==> src/rtl/led_stream_decoder_if.sv <==
// Output bundle of the LED stream decoder: decoded pixels, frame markers and FSM debug state.
// pixel_valid, frame_done and error are push-only pulses with no ready; the consumer samples every cycle,
// and pixel_data/pixel_index/pixel_count hold their values between pulses.
interface led_stream_decoder_if #(
    parameter int MAX_PIXELS = 64
);
    localparam int IW = (MAX_PIXELS > 1) ? $clog2(MAX_PIXELS) : 1;

    logic [23:0] pixel_data;
    logic [IW-1:0] pixel_index;
    logic pixel_valid;
    logic frame_done;
    logic [IW:0] pixel_count;
    logic overflow;
    logic error;
    logic [1:0] dbg_state;

    modport master (
        output pixel_data, pixel_index, pixel_valid, frame_done,
        output pixel_count, overflow, error, dbg_state
    );

    modport slave (
        input pixel_data, pixel_index, pixel_valid, frame_done,
        input pixel_count, overflow, error, dbg_state
    );
endinterface

==> src/rtl/led_stream_decoder.sv <==
// WS2812-style single-wire receive decoder: pulse-width bit recovery, 24-bit GRB pixel assembly, latch detection.
// Optional input glitch filter enabled by defining LED_RX_GLITCH_FILTER_EN.
module led_stream_decoder #(
    parameter int SYS_FREQ_MHZ = 100,
    parameter int THRESH_NS = 625,
    parameter int MIN_HIGH_NS = 150,
    parameter int MAX_HIGH_NS = 1100,
    parameter int RESET_NS = 50000,
    parameter int MAX_PIXELS = 64,
    parameter int GLITCH_CYC = 3
) (
    input logic clk,
    input logic reset,
    input logic din,
    led_stream_decoder_if.master bus
);
    localparam int IW = (MAX_PIXELS > 1) ? $clog2(MAX_PIXELS) : 1;
    localparam logic [15:0] THRESH_C = 16'(SYS_FREQ_MHZ * THRESH_NS / 1000);
    localparam logic [15:0] MIN_C = 16'(SYS_FREQ_MHZ * MIN_HIGH_NS / 1000);
    localparam logic [15:0] MAX_C = 16'(SYS_FREQ_MHZ * MAX_HIGH_NS / 1000);
    localparam logic [15:0] RESET_C = 16'(SYS_FREQ_MHZ * RESET_NS / 1000);
    localparam logic [IW:0] MAXP_C = (IW + 1)'(MAX_PIXELS);

    typedef enum logic [1:0] {SYNC = 2'd0, IDLE = 2'd1, HIGH = 2'd2, LOW = 2'd3} state_t;

    function automatic logic [15:0] sat_inc(input logic [15:0] v);
        return (v == 16'hFFFF) ? v : v + 16'd1;
    endfunction

    state_t state_q, state_d;
    logic sync1_q, sync2_q, lvl, lvl_q, rise, fall;
    logic [15:0] hcnt_q, hcnt_d, lcnt_q, lcnt_d;
    logic pend_q, pend_d;
    logic err_ev, bit_ev, latch_ev, bit_val;
    logic [4:0] bitcnt_q;
    logic [23:0] sr_q, sr_next;
    logic [IW:0] pix_cnt_q;
    logic [23:0] pix_data_q;
    logic [IW-1:0] pix_index_q;
    logic [IW:0] pix_count_q;
    logic pix_valid_q, frame_done_q, overflow_q, error_q;

    always_ff @(posedge clk or negedge reset) begin
        if (!reset) begin
            sync1_q <= 1'b0;
            sync2_q <= 1'b0;
        end else begin
            sync1_q <= din;
            sync2_q <= sync1_q;
        end
    end

`ifdef LED_RX_GLITCH_FILTER_EN
    logic filt_q;
    logic [7:0] gcnt_q;

    // The level flips only once GLITCH_CYC consecutive samples disagree with it.
    always_ff @(posedge clk or negedge reset) begin
        if (!reset) begin
            filt_q <= 1'b0;
            gcnt_q <= 8'd0;
        end else if (sync2_q == filt_q) begin
            gcnt_q <= 8'd0;
        end else if (gcnt_q == 8'(GLITCH_CYC - 1)) begin
            filt_q <= sync2_q;
            gcnt_q <= 8'd0;
        end else begin
            gcnt_q <= gcnt_q + 8'd1;
        end
    end

    assign lvl = filt_q;
`else
    assign lvl = sync2_q;
`endif

    always_ff @(posedge clk or negedge reset) begin
        if (!reset) lvl_q <= 1'b0;
        else lvl_q <= lvl;
    end

    assign rise = lvl & ~lvl_q;
    assign fall = ~lvl & lvl_q;

    always_ff @(posedge clk or negedge reset) begin
        if (!reset) state_q <= SYNC;
        else state_q <= state_d;
    end

    always_comb begin
        state_d = state_q;
        case (state_q)
            SYNC: if (!lvl && lcnt_q >= RESET_C) state_d = IDLE;
            IDLE: if (rise || pend_q) state_d = HIGH;
            HIGH: begin
                if (fall) state_d = (hcnt_q < MIN_C) ? SYNC : LOW;
                else if (hcnt_q > MAX_C) state_d = SYNC;
            end
            LOW: begin
                // Latch wins over a simultaneous rise; IDLE picks the rise up via pend_q.
                if (lcnt_q == RESET_C) state_d = IDLE;
                else if (rise) state_d = HIGH;
            end
            default: state_d = SYNC;
        endcase
    end

    always_comb begin
        err_ev = 1'b0;
        bit_ev = 1'b0;
        latch_ev = 1'b0;
        pend_d = 1'b0;
        hcnt_d = hcnt_q;
        lcnt_d = lcnt_q;
        case (state_q)
            SYNC: lcnt_d = lvl ? 16'd0 : sat_inc(lcnt_q);
            IDLE: begin
                lcnt_d = 16'd0;
                if (rise || pend_q) hcnt_d = 16'd1;
            end
            HIGH: begin
                hcnt_d = sat_inc(hcnt_q);
                lcnt_d = 16'd0;
                if (fall) begin
                    if (hcnt_q < MIN_C) err_ev = 1'b1;
                    else begin
                        bit_ev = 1'b1;
                        lcnt_d = 16'd1;
                    end
                end else if (hcnt_q > MAX_C) begin
                    err_ev = 1'b1;
                end
            end
            LOW: begin
                lcnt_d = sat_inc(lcnt_q);
                if (lcnt_q == RESET_C) begin
                    latch_ev = 1'b1;
                    pend_d = rise;
                end else if (rise) begin
                    hcnt_d = 16'd1;
                end
            end
            default: ;
        endcase
    end

    assign bit_val = (hcnt_q >= THRESH_C);
    assign sr_next = {sr_q[22:0], bit_val};

    always_ff @(posedge clk or negedge reset) begin
        if (!reset) begin
            hcnt_q <= 16'd0;
            lcnt_q <= 16'd0;
            pend_q <= 1'b0;
            bitcnt_q <= 5'd0;
            sr_q <= 24'd0;
            pix_cnt_q <= '0;
            pix_data_q <= 24'd0;
            pix_index_q <= '0;
            pix_count_q <= '0;
            pix_valid_q <= 1'b0;
            frame_done_q <= 1'b0;
            overflow_q <= 1'b0;
            error_q <= 1'b0;
        end else begin
            hcnt_q <= hcnt_d;
            lcnt_q <= lcnt_d;
            pend_q <= pend_d;
            pix_valid_q <= 1'b0;
            frame_done_q <= 1'b0;
            error_q <= 1'b0;
            if (err_ev) begin
                error_q <= 1'b1;
                bitcnt_q <= 5'd0;
                pix_cnt_q <= '0;
                overflow_q <= 1'b0;
            end else if (bit_ev) begin
                sr_q <= sr_next;
                if (bitcnt_q == 5'd23) begin
                    bitcnt_q <= 5'd0;
                    if (pix_cnt_q < MAXP_C) begin
                        pix_data_q <= sr_next;
                        pix_index_q <= pix_cnt_q[IW-1:0];
                        pix_valid_q <= 1'b1;
                        pix_cnt_q <= pix_cnt_q + 1'b1;
                    end else begin
                        overflow_q <= 1'b1;
                    end
                end else begin
                    bitcnt_q <= bitcnt_q + 5'd1;
                end
            end else if (latch_ev) begin
                frame_done_q <= 1'b1;
                pix_count_q <= pix_cnt_q;
                pix_cnt_q <= '0;
                overflow_q <= 1'b0;
                bitcnt_q <= 5'd0;
                if (bitcnt_q != 5'd0) error_q <= 1'b1;
            end
        end
    end

    always_comb begin
        bus.pixel_data = pix_data_q;
        bus.pixel_index = pix_index_q;
        bus.pixel_valid = pix_valid_q;
        bus.frame_done = frame_done_q;
        bus.pixel_count = pix_count_q;
        bus.overflow = overflow_q;
        bus.error = error_q;
        bus.dbg_state = state_q;
    end
endmodule

==> src/flat_wrapper.sv <==
// flat-port wrapper written by rule: the top's interface ports become plain ports
module led_stream_decoder_flat 
#(
    parameter int SYS_FREQ_MHZ = 100,
    parameter int THRESH_NS = 625,
    parameter int MIN_HIGH_NS = 150,
    parameter int MAX_HIGH_NS = 1100,
    parameter int RESET_NS = 50000,
    parameter int MAX_PIXELS = 64,
    parameter int GLITCH_CYC = 3
)
  (clk, reset, din, bus_pixel_data, bus_pixel_index, bus_pixel_valid, bus_frame_done, bus_pixel_count, bus_overflow, bus_error, bus_dbg_state);
  led_stream_decoder_if #(.MAX_PIXELS(MAX_PIXELS)) bus_i ();
  input logic clk;
  input logic reset;
  input logic din;
  output wire logic [$bits(bus_i.pixel_data)-1:0] bus_pixel_data;
  output wire logic [$bits(bus_i.pixel_index)-1:0] bus_pixel_index;
  output wire logic [$bits(bus_i.pixel_valid)-1:0] bus_pixel_valid;
  output wire logic [$bits(bus_i.frame_done)-1:0] bus_frame_done;
  output wire logic [$bits(bus_i.pixel_count)-1:0] bus_pixel_count;
  output wire logic [$bits(bus_i.overflow)-1:0] bus_overflow;
  output wire logic [$bits(bus_i.error)-1:0] bus_error;
  output wire logic [$bits(bus_i.dbg_state)-1:0] bus_dbg_state;
  assign bus_pixel_data = bus_i.pixel_data;
  assign bus_pixel_index = bus_i.pixel_index;
  assign bus_pixel_valid = bus_i.pixel_valid;
  assign bus_frame_done = bus_i.frame_done;
  assign bus_pixel_count = bus_i.pixel_count;
  assign bus_overflow = bus_i.overflow;
  assign bus_error = bus_i.error;
  assign bus_dbg_state = bus_i.dbg_state;
  led_stream_decoder #(.SYS_FREQ_MHZ(SYS_FREQ_MHZ), .THRESH_NS(THRESH_NS), .MIN_HIGH_NS(MIN_HIGH_NS), .MAX_HIGH_NS(MAX_HIGH_NS), .RESET_NS(RESET_NS), .MAX_PIXELS(MAX_PIXELS), .GLITCH_CYC(GLITCH_CYC)) u_core (.clk(clk), .reset(reset), .din(din), .bus(bus_i));
endmodule
==> config.mk <==
export PLATFORM = sky130hd
export DESIGN_NAME = led_stream_decoder_flat
export DESIGN_NICKNAME = d
export VERILOG_FILES = /design/src/rtl/led_stream_decoder_if.sv /design/src/rtl/led_stream_decoder.sv /design/src/flat_wrapper.sv
export SDC_FILE = /design/constraint.sdc
export NUM_CORES = 1
export LEC_CHECK = 0
export CAP_MARGIN = 10
export CORE_ASPECT_RATIO = 1.1
export CORE_MARGIN = 2
export CORE_UTILIZATION = 62
export DETAILED_ROUTE_END_ITERATION = 12
export PLACE_DENSITY_LB_ADDON = 0.3
export SYNTH_ARGS = -nofsm -noshare
export SYNTH_HDL_FRONTEND = slang
export SYNTH_SLANG_ARGS = --single-unit
export TNS_END_PERCENT = 100
==> constraint.sdc <==
create_clock -name clk -period 6.4 [get_ports clk]
set_clock_uncertainty 0.2 [all_clocks]
set_input_delay 1.28 -clock clk [delete_from_list [all_inputs] [get_ports clk]]
set_output_delay 1.28 -clock clk [all_outputs]
set_load 0.005 [all_outputs]
==> Implementation_results.wiki <==
{| class="wikitable"
! Metric !! Value
|-
| Status || completed
|-
| Leakage || 0.003078 uW
|-
| Num rows || 35
|-
| DRC violation total after the first TritonRoute iteration || 274
|-
| Ys Warns || 0
|-
| Largest net degree at the start of global routing || 71
|-
| Sum of buffers and inverters on the critical path || 1
|-
| Vertical die dimension || 101.3 um
|-
| Final weighted congestion of routability-driven global placement || 0.8273
|-
| Cells along the critical path || clkdlybuf4s50_1
|-
| Kind of cell adding the most delay to the critical path || buffers and inverters
|-
| Hold buffers post-CTS || 0
|-
| Final worst path period share || 49.54%
|-
| Worst hold-check path type || flop to flop
|-
| TritonCTS clock tree || done
|-
| Count of vias placed by the detailed router || 4,460
|-
| Length of the first detailed-routing pass in iterations || 5
|-
| Relative area change from synthesis to final layout || 20.97%
|-
| Post-synthesis average cell area || 9.399 um^2
|-
| Cell variety after synth || 66
|-
| Largest area contributor in the synthesized netlist || sky130_fd_sc_hd__dfrtp_1
|-
| Cells after Synth || 568
|-
| Final WL || 12,550 um
|-
| Maximum achievable frequency || 315.4 MHz
|-
| Launch instance of the worst min-delay path || u_core.sync1_q
|-
| EDFF count, synth || 0
|-
| Placed cell areas || 0.005807 mm^2
|-
| Count of buffers added by post-CTS timing repair for setup || 0
|-
| Maximum buffer depth of the clock tree || 2
|-
| Kind of end point of the critical path || primary output
|-
| Global-route wire length before repair || 21,240 um
|-
| Number of input and output port buffers inserted || 45
|-
| Number of gates given a new drive strength after cts || 0
|-
| Crit Reg-Reg Endpoint || u_core.bitcnt_q[4]
|-
| Number of top-level pins || 46
|-
| Worst setup path class || flop to primary output
|-
| Number of global-route vias before repair || 4,333
|-
| Worst hold path depth || 0
|-
| CTS H-tree lvls || 4
|-
| Post-synth top flop || sky130_fd_sc_hd__dfrtp_1
|-
| WP data arrival || 1.69 ns
|-
| Initial antenna violation count || 0
|-
| Number of synthesized register bits || 114
|-
| Number of remaining DRC errors || 0
|-
| Portion of synthesized cell area occupied by the leading cell type || 53.43%
|-
| Top cells by area in the synthesized netlist || sky130_fd_sc_hd__dfrtp_1 (53%), sky130_fd_sc_hd__nand2_1 (12%), sky130_fd_sc_hd__nor2_1 (2.0%), sky130_fd_sc_hd__a31oi_1 (1.9%), sky130_fd_sc_hd__ha_1 (1.6%)
|-
| Worst hold-check slack || 0.1497 ns
|-
| Critical Path Max Stage Delay || 0.61 ns
|-
| Gr ovfl total || 0
|-
| Final min period || 3.170 ns
|-
| Power density over the cells || 273.8 mW/mm^2
|-
| Post-DRT Antenna Nets || 0
|-
| Most frequent standard cell in the layout excluding fill and tap cells || sky130_fd_sc_hd__nand2_1
|-
| CP Launch Type || flop
|-
| Syn Nets || 578
|-
| Worst slew margin relative to its limit || 27.57%
|-
| Average wire per standard cell || 17.09 um
|-
| GRT Total Usage || 28.91%
|-
| Overall die area || 0.009370 mm^2
|-
| CTS Sinks || 114
|-
| Standard cell core area || 0.008364 mm^2
|-
| Final hold viol count || 0
|-
| Register area share after synthesis || 53.43%
|-
| Slew @ Worst Pin || 1.086 ns
|-
| Worst-case hold path end point || u_core.lvl
|-
| Worst VDD drop || 220.5 uV
|-
| Total negative slack for setup checks || 0 ns
|-
| Finished Cell Area || 0.006459 mm^2
|-
| Initial Utilization || 63.83%
|-
| Via density per instance || 6.076
|-
| Clock latency at the later pin of the worst-skew pair || 0.52 ns
|-
| Required time of the critical path || 4.92 ns
|-
| Clock slew at the register clock pins of the worst setup and hold paths || 0.06 ns
|-
| Nets || 620
|-
| CTS Buf Count || 17
|-
| Commonest cells after routing, fill and taps aside || sky130_fd_sc_hd__nand2_1 (176), sky130_fd_sc_hd__dfrtp_1 (114), sky130_fd_sc_hd__clkdlybuf4s50_1 (44)
|-
| Critical Path Slowest Stage Cell || sky130_fd_sc_hd__clkdlybuf4s50_1
|-
| Final cell utilization of the core || 77.22%
|-
| Post-Syn Area || 0.005339 mm^2
|-
| R2R depth || 6
|-
| Fraction of final layout cells sized beyond drive strength 1 || 10.11%
|-
| Proportion of register bits with asynchronous set or reset after synthesis || 100.0%
|-
| Largest fanout on the critical path || 12
|-
| Setup repair after global routing missed its margin || false
|-
| Die Width || 92.48 um
|-
| Max Cap Violations || 0
|-
| Half-perimeter wire length of the detailed placement result || 7363 um
|-
| Clock root buffer master || sky130_fd_sc_hd__clkbuf_8
|-
| Final count of negative-setup-slack endpoints || 0
|-
| Final-report max-slew violation count || 0
|-
| Ant. Diodes || 0
|-
| Launching point of the worst reg2reg path || u_core.hcnt_q[0]
|-
| Reg2reg setup slack || 3.49 ns
|}
[cell type report]
type	instances	area, um^2
timing repair buffer	50	485.5
clock buffer	17	414.1
inverter	20	76.32
fill	513	1906
sequential	114	2853
clock inverter	15	222.7
tap	111	138.9
multi-input combinational	407	2268
[sequential cells by signal, indices dropped and copies added (netlist names)]
signal                  cells
u_core.sync1_q              1
u_core.sr_q                23
u_core.bus.pixel_count      7
u_core.bus.dbg_state        2
u_core.hcnt_q              16
u_core.bus.error            1
u_core.bitcnt_q             5
u_core.bus.frame_done       1
u_core.bus.pixel_index      6
u_core.bus.pixel_data      24
u_core.lvl_q                1
u_core.lcnt_q              16
u_core.pix_cnt_q            7
u_core.pend_q               1
u_core.bus.pixel_valid      1
u_core.lvl                  1
u_core.bus.overflow         1
[per-layer routing]
metal,wire length [um],global-route usage (%)
met3,708,7.143
met4,273,10.56
met1,5122,35.98
met2,6441,49.52
met5,0,0
[stage by stage]
stage                     power (uW)  cells  worst slack [ns]
final                           1769    734             3.230
after global routing            1825    734             3.159
after CTS                       1776    732             3.230
after detailed placement       766.3    700             3.493
after global placement         765.4    700             3.607
after floorplan                747.8    568             4.182
[worst max path at each step]
stage / startpoint / end / slack [ns] / cells past startpoint
floorplan: u_core.hcnt_q[0] / u_core.pix_cnt_q[1] / 4.18 / 8
global placement: u_core.bus.dbg_state[1] / u_core.pix_cnt_q[2] / 3.61 / 4
detailed placement: u_core.bus.dbg_state[1] / u_core.pix_cnt_q[4] / 3.49 / 4
CTS: u_core.bus.dbg_state[1] / bus_dbg_state[1] / 3.23 / 1
global route: u_core.bus.dbg_state[1] / bus_dbg_state[1] / 3.16 / 1
finish: u_core.bus.dbg_state[1] / bus_dbg_state[1] / 3.23 / 1
[power by group]
part           total (uW)  switching [uW]  leakage [uW]  internal (uW)
sequential            727            3.12       0.00158            723
clock                1020             369      0.000310            646
combinational        26.9            21.2       0.00118           5.67
[cell usage after synthesis, types with 9 or more instances]
library cell and instances:
sky130_fd_sc_hd__o21ai_0 17, sky130_fd_sc_hd__buf_2 10, sky130_fd_sc_hd__nor2_1 28, sky130_fd_sc_hd__inv_1 19, sky130_fd_sc_hd__dfrtp_1 114, sky130_fd_sc_hd__nand2_1 176, sky130_fd_sc_hd__nor3_1 12, sky130_fd_sc_hd__a31oi_1 16
sky130_fd_sc_hd__a21oi_1 13, sky130_fd_sc_hd__clkbuf_1 11, sky130_fd_sc_hd__nand3_1 15, sky130_fd_sc_hd__and3_1 9
[logic make-up after synthesis]
family | share of synthesized area (%)
multiplexers | 2.226
AO/OA/AOI/OAI | 13.10
AND/OR/NAND/NOR | 23.81
flip-flops | 53.43
adder cells (fa/ha/maj) | 1.640
XOR/XNOR | 1.641
buffers and inverters | 4.148
Power figures use the tool's default switching activity.
